[src/rtl/port_uart_tx.sv]
// rtl/port_uart_tx.sv - port-mapped UART transmitter with byte FIFO and frame counter
// Optional even-parity bit after data bit 7: define PORT_UART_TX_PARITY_EN.
module port_uart_tx #(
  parameter int DIVISOR    = 16,
  parameter int FIFO_DEPTH = 8
) (
  input  logic       clk,
  input  logic       reset,
  input  logic [7:0] out_p0,
  input  logic [7:0] out_p1,
  output logic [7:0] in_p0,
  output logic [7:0] in_p1,
  output logic       tx
);

  localparam int PW = (FIFO_DEPTH > 1) ? $clog2(FIFO_DEPTH) : 1;
  localparam int CW = PW + 1;
  localparam int TW = $clog2(DIVISOR);

  typedef enum logic [2:0] {IDLE, START, DATA, PARITY, STOP} state_t;

  state_t        state, state_d;
  logic [TW-1:0] timer, timer_d;
  logic [2:0]    bit_idx, bit_idx_d;
  logic [7:0]    data_q, data_d;
  logic [7:0]    frame_cnt;
  logic          tx_d;

  logic [7:0]    mem [FIFO_DEPTH];
  logic [PW-1:0] wr_ptr, rd_ptr;
  logic [CW-1:0] count;
  logic          ack;
  logic          flush, full, empty, push, pop, bit_end, frame_done;
  logic [4:0]    count_ext;
  logic [3:0]    count_sat;
  logic          unused_cmd_bits;

  assign flush           = out_p1[0];
  assign unused_cmd_bits = ^out_p1[6:1];
  assign full            = (count == CW'(FIFO_DEPTH));
  assign empty           = (count == '0);
  // Full comes from the registered count, so a pop in the same cycle never frees room for a push.
  assign push            = (out_p1[7] != ack) && !full && !flush;
  assign bit_end         = (timer == TW'(DIVISOR - 1));

  always_ff @(posedge clk) begin
    if (push) mem[wr_ptr] <= out_p0;
  end

  always_ff @(posedge clk or posedge reset) begin
    if (reset) begin
      wr_ptr <= '0;
      rd_ptr <= '0;
      count  <= '0;
      ack    <= 1'b0;
    end else if (flush) begin
      wr_ptr <= '0;
      rd_ptr <= '0;
      count  <= '0;
    end else begin
      if (push) begin
        wr_ptr <= wr_ptr + PW'(1);
        ack    <= out_p1[7];
      end
      if (pop) rd_ptr <= rd_ptr + PW'(1);
      if (push && !pop)      count <= count + CW'(1);
      else if (pop && !push) count <= count - CW'(1);
    end
  end

  always_comb begin
    state_d    = state;
    timer_d    = bit_end ? '0 : timer + TW'(1);
    bit_idx_d  = bit_idx;
    data_d     = data_q;
    pop        = 1'b0;
    frame_done = 1'b0;
    case (state)
      IDLE: begin
        timer_d = '0;
        if (!empty && !flush) begin
          pop     = 1'b1;
          data_d  = mem[rd_ptr];
          state_d = START;
        end
      end
      START: begin
        if (bit_end) begin
          state_d   = DATA;
          bit_idx_d = '0;
        end
      end
      DATA: begin
        if (bit_end) begin
          bit_idx_d = bit_idx + 3'd1;
          if (bit_idx == 3'd7) begin
`ifdef PORT_UART_TX_PARITY_EN
            state_d = PARITY;
`else
            state_d = STOP;
`endif
          end
        end
      end
      PARITY: begin
        if (bit_end) state_d = STOP;
      end
      STOP: begin
        if (bit_end) begin
          frame_done = 1'b1;
          // Chain straight into the next start bit so queued bytes go out with no idle gap.
          if (!empty && !flush) begin
            pop     = 1'b1;
            data_d  = mem[rd_ptr];
            state_d = START;
          end else begin
            state_d = IDLE;
          end
        end
      end
      default: state_d = IDLE;
    endcase
  end

  always_comb begin
    tx_d = 1'b1;
    case (state)
      START:   tx_d = 1'b0;
      DATA:    tx_d = data_q[bit_idx];
      PARITY:  tx_d = ^data_q;
      default: tx_d = 1'b1;
    endcase
  end

  always_ff @(posedge clk or posedge reset) begin
    if (reset) begin
      state     <= IDLE;
      timer     <= '0;
      bit_idx   <= '0;
      data_q    <= '0;
      frame_cnt <= '0;
      tx        <= 1'b1;
    end else begin
      state   <= state_d;
      timer   <= timer_d;
      bit_idx <= bit_idx_d;
      data_q  <= data_d;
      tx      <= tx_d;
      if (frame_done) frame_cnt <= frame_cnt + 8'd1;
    end
  end

  assign count_ext = 5'(count);
  assign count_sat = (count_ext > 5'd15) ? 4'hF : count_ext[3:0];
  assign in_p0     = {ack, count_sat, (state != IDLE), empty, full};
  assign in_p1     = frame_cnt;

endmodule
[config.mk]
export PLATFORM = sky130hd
export DESIGN_NAME = port_uart_tx
export DESIGN_NICKNAME = d
export VERILOG_FILES = /design/src/rtl/port_uart_tx.sv
export SDC_FILE = /design/constraint.sdc
export NUM_CORES = 1
export LEC_CHECK = 0
export ABC_AREA = 1
export BUFFER_PORTS_ARGS = -buffer_cell sky130_fd_sc_hd__buf_2
export CAP_MARGIN = 20
export CORE_MARGIN = 8
export CORE_UTILIZATION = 60
export CTS_BUF_LIST = sky130_fd_sc_hd__clkbuf_8
export DETAILED_ROUTE_END_ITERATION = 12
export GPL_TIMING_DRIVEN = 0
export PLACE_DENSITY = 0.8
export SYNTH_ARGS = -nofsm -noshare
export SYNTH_HDL_FRONTEND = slang
export SYNTH_SLANG_ARGS = --single-unit
[constraint.sdc]
create_clock -name clk -period 2.7 [get_ports clk]
set_clock_uncertainty 0.2 [all_clocks]
set_input_delay 0.54 -clock clk [delete_from_list [all_inputs] [get_ports clk]]
set_output_delay 0.54 -clock clk [all_outputs]
set_load 0.01 [all_outputs]
### Word level (Yosys, flattened, before mapping)

Memory sizes are Yosys's and may differ from the RTL's.
Index checks and enable logic that the tools add are counted.
Widths: inputs -> output; s select.

| storage, ports and cells | value |
|---|---|
| register bits after elaboration | 38 |
| bits in writable memories | 64 |
| bits of input ports | 18 |
| output and inout bits | 17 |
| word-level logic and storage cells | 92 |
| memories | 1 |

| cells by class | value |
|---|---|
| add/subtract/negate cells | 7 |
| order comparisons | 2 |
| eq/ne operators | 14 |
| muxes and demuxes | 34 |
| bitwise logic cells | 1 |
| reductions and logical operators | 23 |

Memory list:

| memory | depth | width | rd ports | clocked after Yosys merged registers in | wr ports | RTL line | RTL |
|---|---|---|---|---|---|---|---|
| mem | 8 | 8 | 1 | 0 | 1 | 29 | `logic [7:0] mem [FIFO_DEPTH];` |

Operators with widths:

| kind | count |
|---|---|
| $mux 3 | 12 |
| $mux 4 | 6 |
| $mux 8 | 2 |
| $pmux 8 s2 | 1 |
| $pmux 3 s5 | 1 |
| $ne 2x2->1 const B | 6 |
| $add 3x1->3 const B | 3 |
| $add 4x1->4 const B | 2 |
| $add 8x1->8 const B | 1 |
| $eq 4x4->1 const B | 2 |
| $mux 1 | 8 |
| $reduce_bool 2->1 | 4 |
| $reduce_xor 8->1 | 1 |
| $eq 3x2->1 const B | 2 |
| $eq 3x3->1 const B | 2 |
| $pmux 3 s2 | 1 |
| $reduce_and 6->1 | 1 |
| $reduce_bool 3->1 | 2 |
| $logic_and 1x1->1 | 5 |
| $logic_not 1->1 | 5 |
| $gt 4x4->1 const B | 1 |
| $logic_not 4->1 | 1 |
| $lt 3x4->1 const B | 1 |
| $reduce_and 2->1 | 2 |
| other kinds (9) | 9 |

### Logic depth before layout (Yosys ltp)

| logic depth | value |
|---|---|
| word-level depth | 10 |
| gate-level depth with buffers | 16 |
| depth with buffers taken out | 16 |

### Worst setup path after synthesis

No wires, ideal clock.

| timing | value |
|---|---|
| path type | flip-flop to flip-flop |
| start point | register timer[0] |
| end point | register count[3] |
| library setup time | 0.116 ns |
| arrival time | 1.959 ns |
| data required time | 2.384 ns |
| setup slack | 0.425 ns |
| stages on the path, launching flop included | 16 |
| buffers on the path | 1 |
| clock period less this slack | 2.275 ns |
| cells stage by stage | dfrtp_1 > ha_1 > nand3_4 > a21oi_4 > nand2_2 > buf_6 > nand2_4 > ha_1 > a21oi_1 > nand3_1 > nand2_1 > inv_1 > nand2_2 > nand2_1 > nand2_1 > nand2_1 |

| on the way | value |
|---|---|
| longest elaborated chain between the ends | 7 |
| elaborated cells between the ends (all ways) | 9 |
| classes of those cells | eq/ne (1); mux (4); reduce/logical (4) |

RTL lines:

| element | RTL line | RTL |
|---|---|---|
| start: declaration | 23 | `logic [TW-1:0] timer, timer_d;` |
| start signal: assignment | 145 | `timer <= timer_d;` |
| $eq 4x4->1 * | 44 | `assign bit_end = (timer == TW'(DIVISOR - 1));` |
| $mux 1 * | 109 | `if (bit_end) begin` |
| $pmux 1 s2 * | 78 | `case (state)` |
| $logic_not 1->1 | 66 | `if (push && !pop) count <= count + CW'(1);` |
| $logic_and 1x1->1 | 66 |  |
| $mux 4 | 66 |  |
| $mux 4 | 56 | `end else if (flush) begin` |
| end signal: assignment | 66 |  |
| end signal: assignment | 67 | `else if (pop && !push) count <= count - CW'(1);` |
| end: declaration | 31 | `logic [CW-1:0] count;` |

Mark *: on every way between the ends. The rest lies on a longest branch, timed or not.
A chain may end at the register's enable or synchronous reset.

### Worst setup path after layout

Same ends and word-level chain as after synthesis.

==> flow_metrics.py <==
metrics = {
    "setup_path": {
        "worstPathArrival_ps": 2520,
        "start_kind": "flop",
        "critPathKind": "reg -> reg",
        "crit_path_end_kind": "flop",
        "critPathRequiredTime_ps": 2760,
        "critPathMaxFanout": 10,
    },
    "floorplanning": {
        "die_w_um": 104,
        "fp.dieH_um": 104,
        "initial_core_util_pct": 60.9,
        "rows": 32,
        "core_area_um2": 7570,
        "die_area_um2": 10700,
        "io_pins": 35,
    },
    "global_routing": {
        "grt_pass1_wl_mm": 15.1,
        "grt_pass1_vias": 3213,
        "overflow": 0,
        "groute.usage.overall_pct": 17.4,
        "antenna_found_initial": 0,
        "grt_max_degree": 39,
    },
    "logic_synthesis": {
        "seq_area_frac_synth_pct": 62.4,
        "ys.flop_type": "edfxtp_1",
        "avgSynthCellArea_um2": 10.6,
        "syn_inst": 434,
        "yosysWarnings": 0,
        "netlist_area_um2": 4610,
        "ys_ff_latch": 102,
        "synth_enable_flop_cells": 64,
        "syn-num-nets": 461,
        "async_flop_share_pct": 37.3,
        "post_synth_num_cell_types": 38,
    },
    "cts": {
        "insertion_delay_ps": 360,
        "post_cts_buffers": 0,
        "cts_tree": "built",
        "ctsHtreeMaxLevel": 3,
        "clock_sinks": 102,
        "cts_buffers": 9,
        "clk_pin_slew_ps": 100,
        "postCtsResizedCells": 0,
        "root_buffer": "clkbuf_8",
        "holdBufCountCts": 0,
        "cts.path.max_buffers": 2,
    },
    "min_path": {
        "hold_path.class": "in -> async",
    },
    "place": {
        "globalplace.congestion": 0.845,
        "pre_cts_ws_ps": 81.2,
        "hpwl_mm": 6.23,
        "io_buffers": 28,
    },
    "drt": {
        "avgViaCountPerCell": 5.42,
        "drtIter0Drc": 197,
        "wirelength_mm": 8.96,
        "drc_errors": 0,
        "wl_per_cell_um": 15.4,
        "route.vias.total": 3142,
        "drtPass1Iterations": 4,
        "antenna_left": 0,
    },
    "finish": {
        "area_delta_synth_final_pct": 9.83,
        "mostFrequentLayoutCell": "nor2_1",
        "layout-drive-gt1-share_pct": 16.7,
        "antenna_cells": 0,
        "layout.nets": 500,
        "final_cell_mix": "nor2_1, edfxtp_1, nand2_1",
    },
    "flow_run": {
        "drv_cap": 0,
    },
    "timing": {
        "worst_pin_slew_ps": 943,
        "period_share_pct": 91.0,
        "finalHoldViolations": 0,
        "fin_setup_tns_ps": 0,
        "finalSetupViolations": 0,
        "setup_ws_ps": 244,
        "slew_headroom_pct": 36.9,
        "rsz0062_at_grt": "false",
        "finalCriticalPeriod_ps": 2460,
        "drv_slew": 0,
        "max_freq_ghz": 0.407,
    },
    "pwr": {
        "p_leak_nw": 2.07,
        "ir_worst_vdd_v": 0.000535,
        "p_per_area_nw_per_um2": 899,
        "design_power_total_mw": 4.55,
    },
    "outcome": {
        "status": "finished clean",
    },
}
layout make-up:
type                       instances  area (µm²)
inverter                          39         148
fill                             585        2510
multi-input combinational        277        1490
clock buffer                       9         124
buffer                            16        93.8
sequential                       102        2870
timing repair buffer              28         140
tap                              102         128
clock inverter                     7        61.3
kinds of logic (layout without fill, tap and decap cells):
logic type | count (synthesis) | in the layout | synth area share, %
and+or+nand+nor | 162 | 162 | 15.5
DFF | 102 | 102 | 62.4
AOI/OAI and AO/OA | 88 | 88 | 10.7
buffers and inverters | 55 | 99 | 5.24
xor gates and xnor gates | 16 | 16 | 3.04
adders and majority gates | 9 | 9 | 2.61
muxes | 2 | 2 | 0.462
worst max-delay path: stages, from the launching register on:
cell     delay [ps]
dfrtp_1         410
ha_1            260
nand3_4         160
a21oi_4          70
nand2_2          90
buf_6           160
nand2_4          80
ha_1            320
a21oi_1         190
nand3_1          90
nand2_1          90
inv_1            50
nand2_2          50
nand2_1          40
nand2_1          60
nand2_1          40
cells in the mapped netlist (6+ instances only):
library cell,number,area (µm²)
o211ai_1,11,82.6
inv_1,33,124
xnor2_1,9,78.8
buf_2,6,30.0
nand2_2,6,37.5
nand2_1,59,221
dfrtp_1,37,926
nor2_1,68,255
xor2_1,7,61.3
a21oi_1,6,30.0
o21ai_1,8,40.0
edfxtp_1,64,1920
ha_1,8,100
o21ai_0,56,280
nand3_1,18,90.1
worst paths after layout:
check | start | to | slack, ps | depth (start not counted)
max reg2reg | timer[0] | count[3] | 240 | 15
max in group asynchronous | reset | ack | 1690 | 2
max | timer[0] | count[3] | 240 | 15
min reg2reg | timer[0] | timer[0] | 260 | 1
min | reset | state[2] | 120 | 2
min in group clk | out_p0[1] | mem[5][1] | 230 | 1
power breakdown:
part	switching, mW	leakage [nW]	internal (mW)
combinational	0.985	0.899	0.599
sequential	0.181	1.08	1.88
clock	0.545	0.0945	0.356
total	1.71	2.07	2.84
layer usage:
metal  global-route usage (%)  wire, µm
met3                     4.58       483
met5                        0         0
met1                     20.4      3790
met2                     29.1      4500
met4                     8.08       191
registers in the layout, indices dropped and copies added (netlist names):
signal	flops
bit_idx	3
mem	64
timer	4
tx	1
count	4
ack	1
wr_ptr	3
state	3
data_q	8
rd_ptr	3
in_p1	8
through the flow:
| step | instance area, µm² | std cells | utilization (%) | hold slack [ps] |
|---|---|---|---|---|
| floorplan | 4610 | 434 | - | 230 |
| global placement | 4870 | 564 | 64.4 | 244 |
| detailed placement | 4870 | 564 | 64.4 | 251 |
| CTS | 5060 | 580 | 66.8 | 135 |
| global route | 5060 | 580 | 66.8 | 180 |
| finish | 5060 | 580 | 66.8 | 120 |
Note: power is estimated with default switching activity, not from simulation.
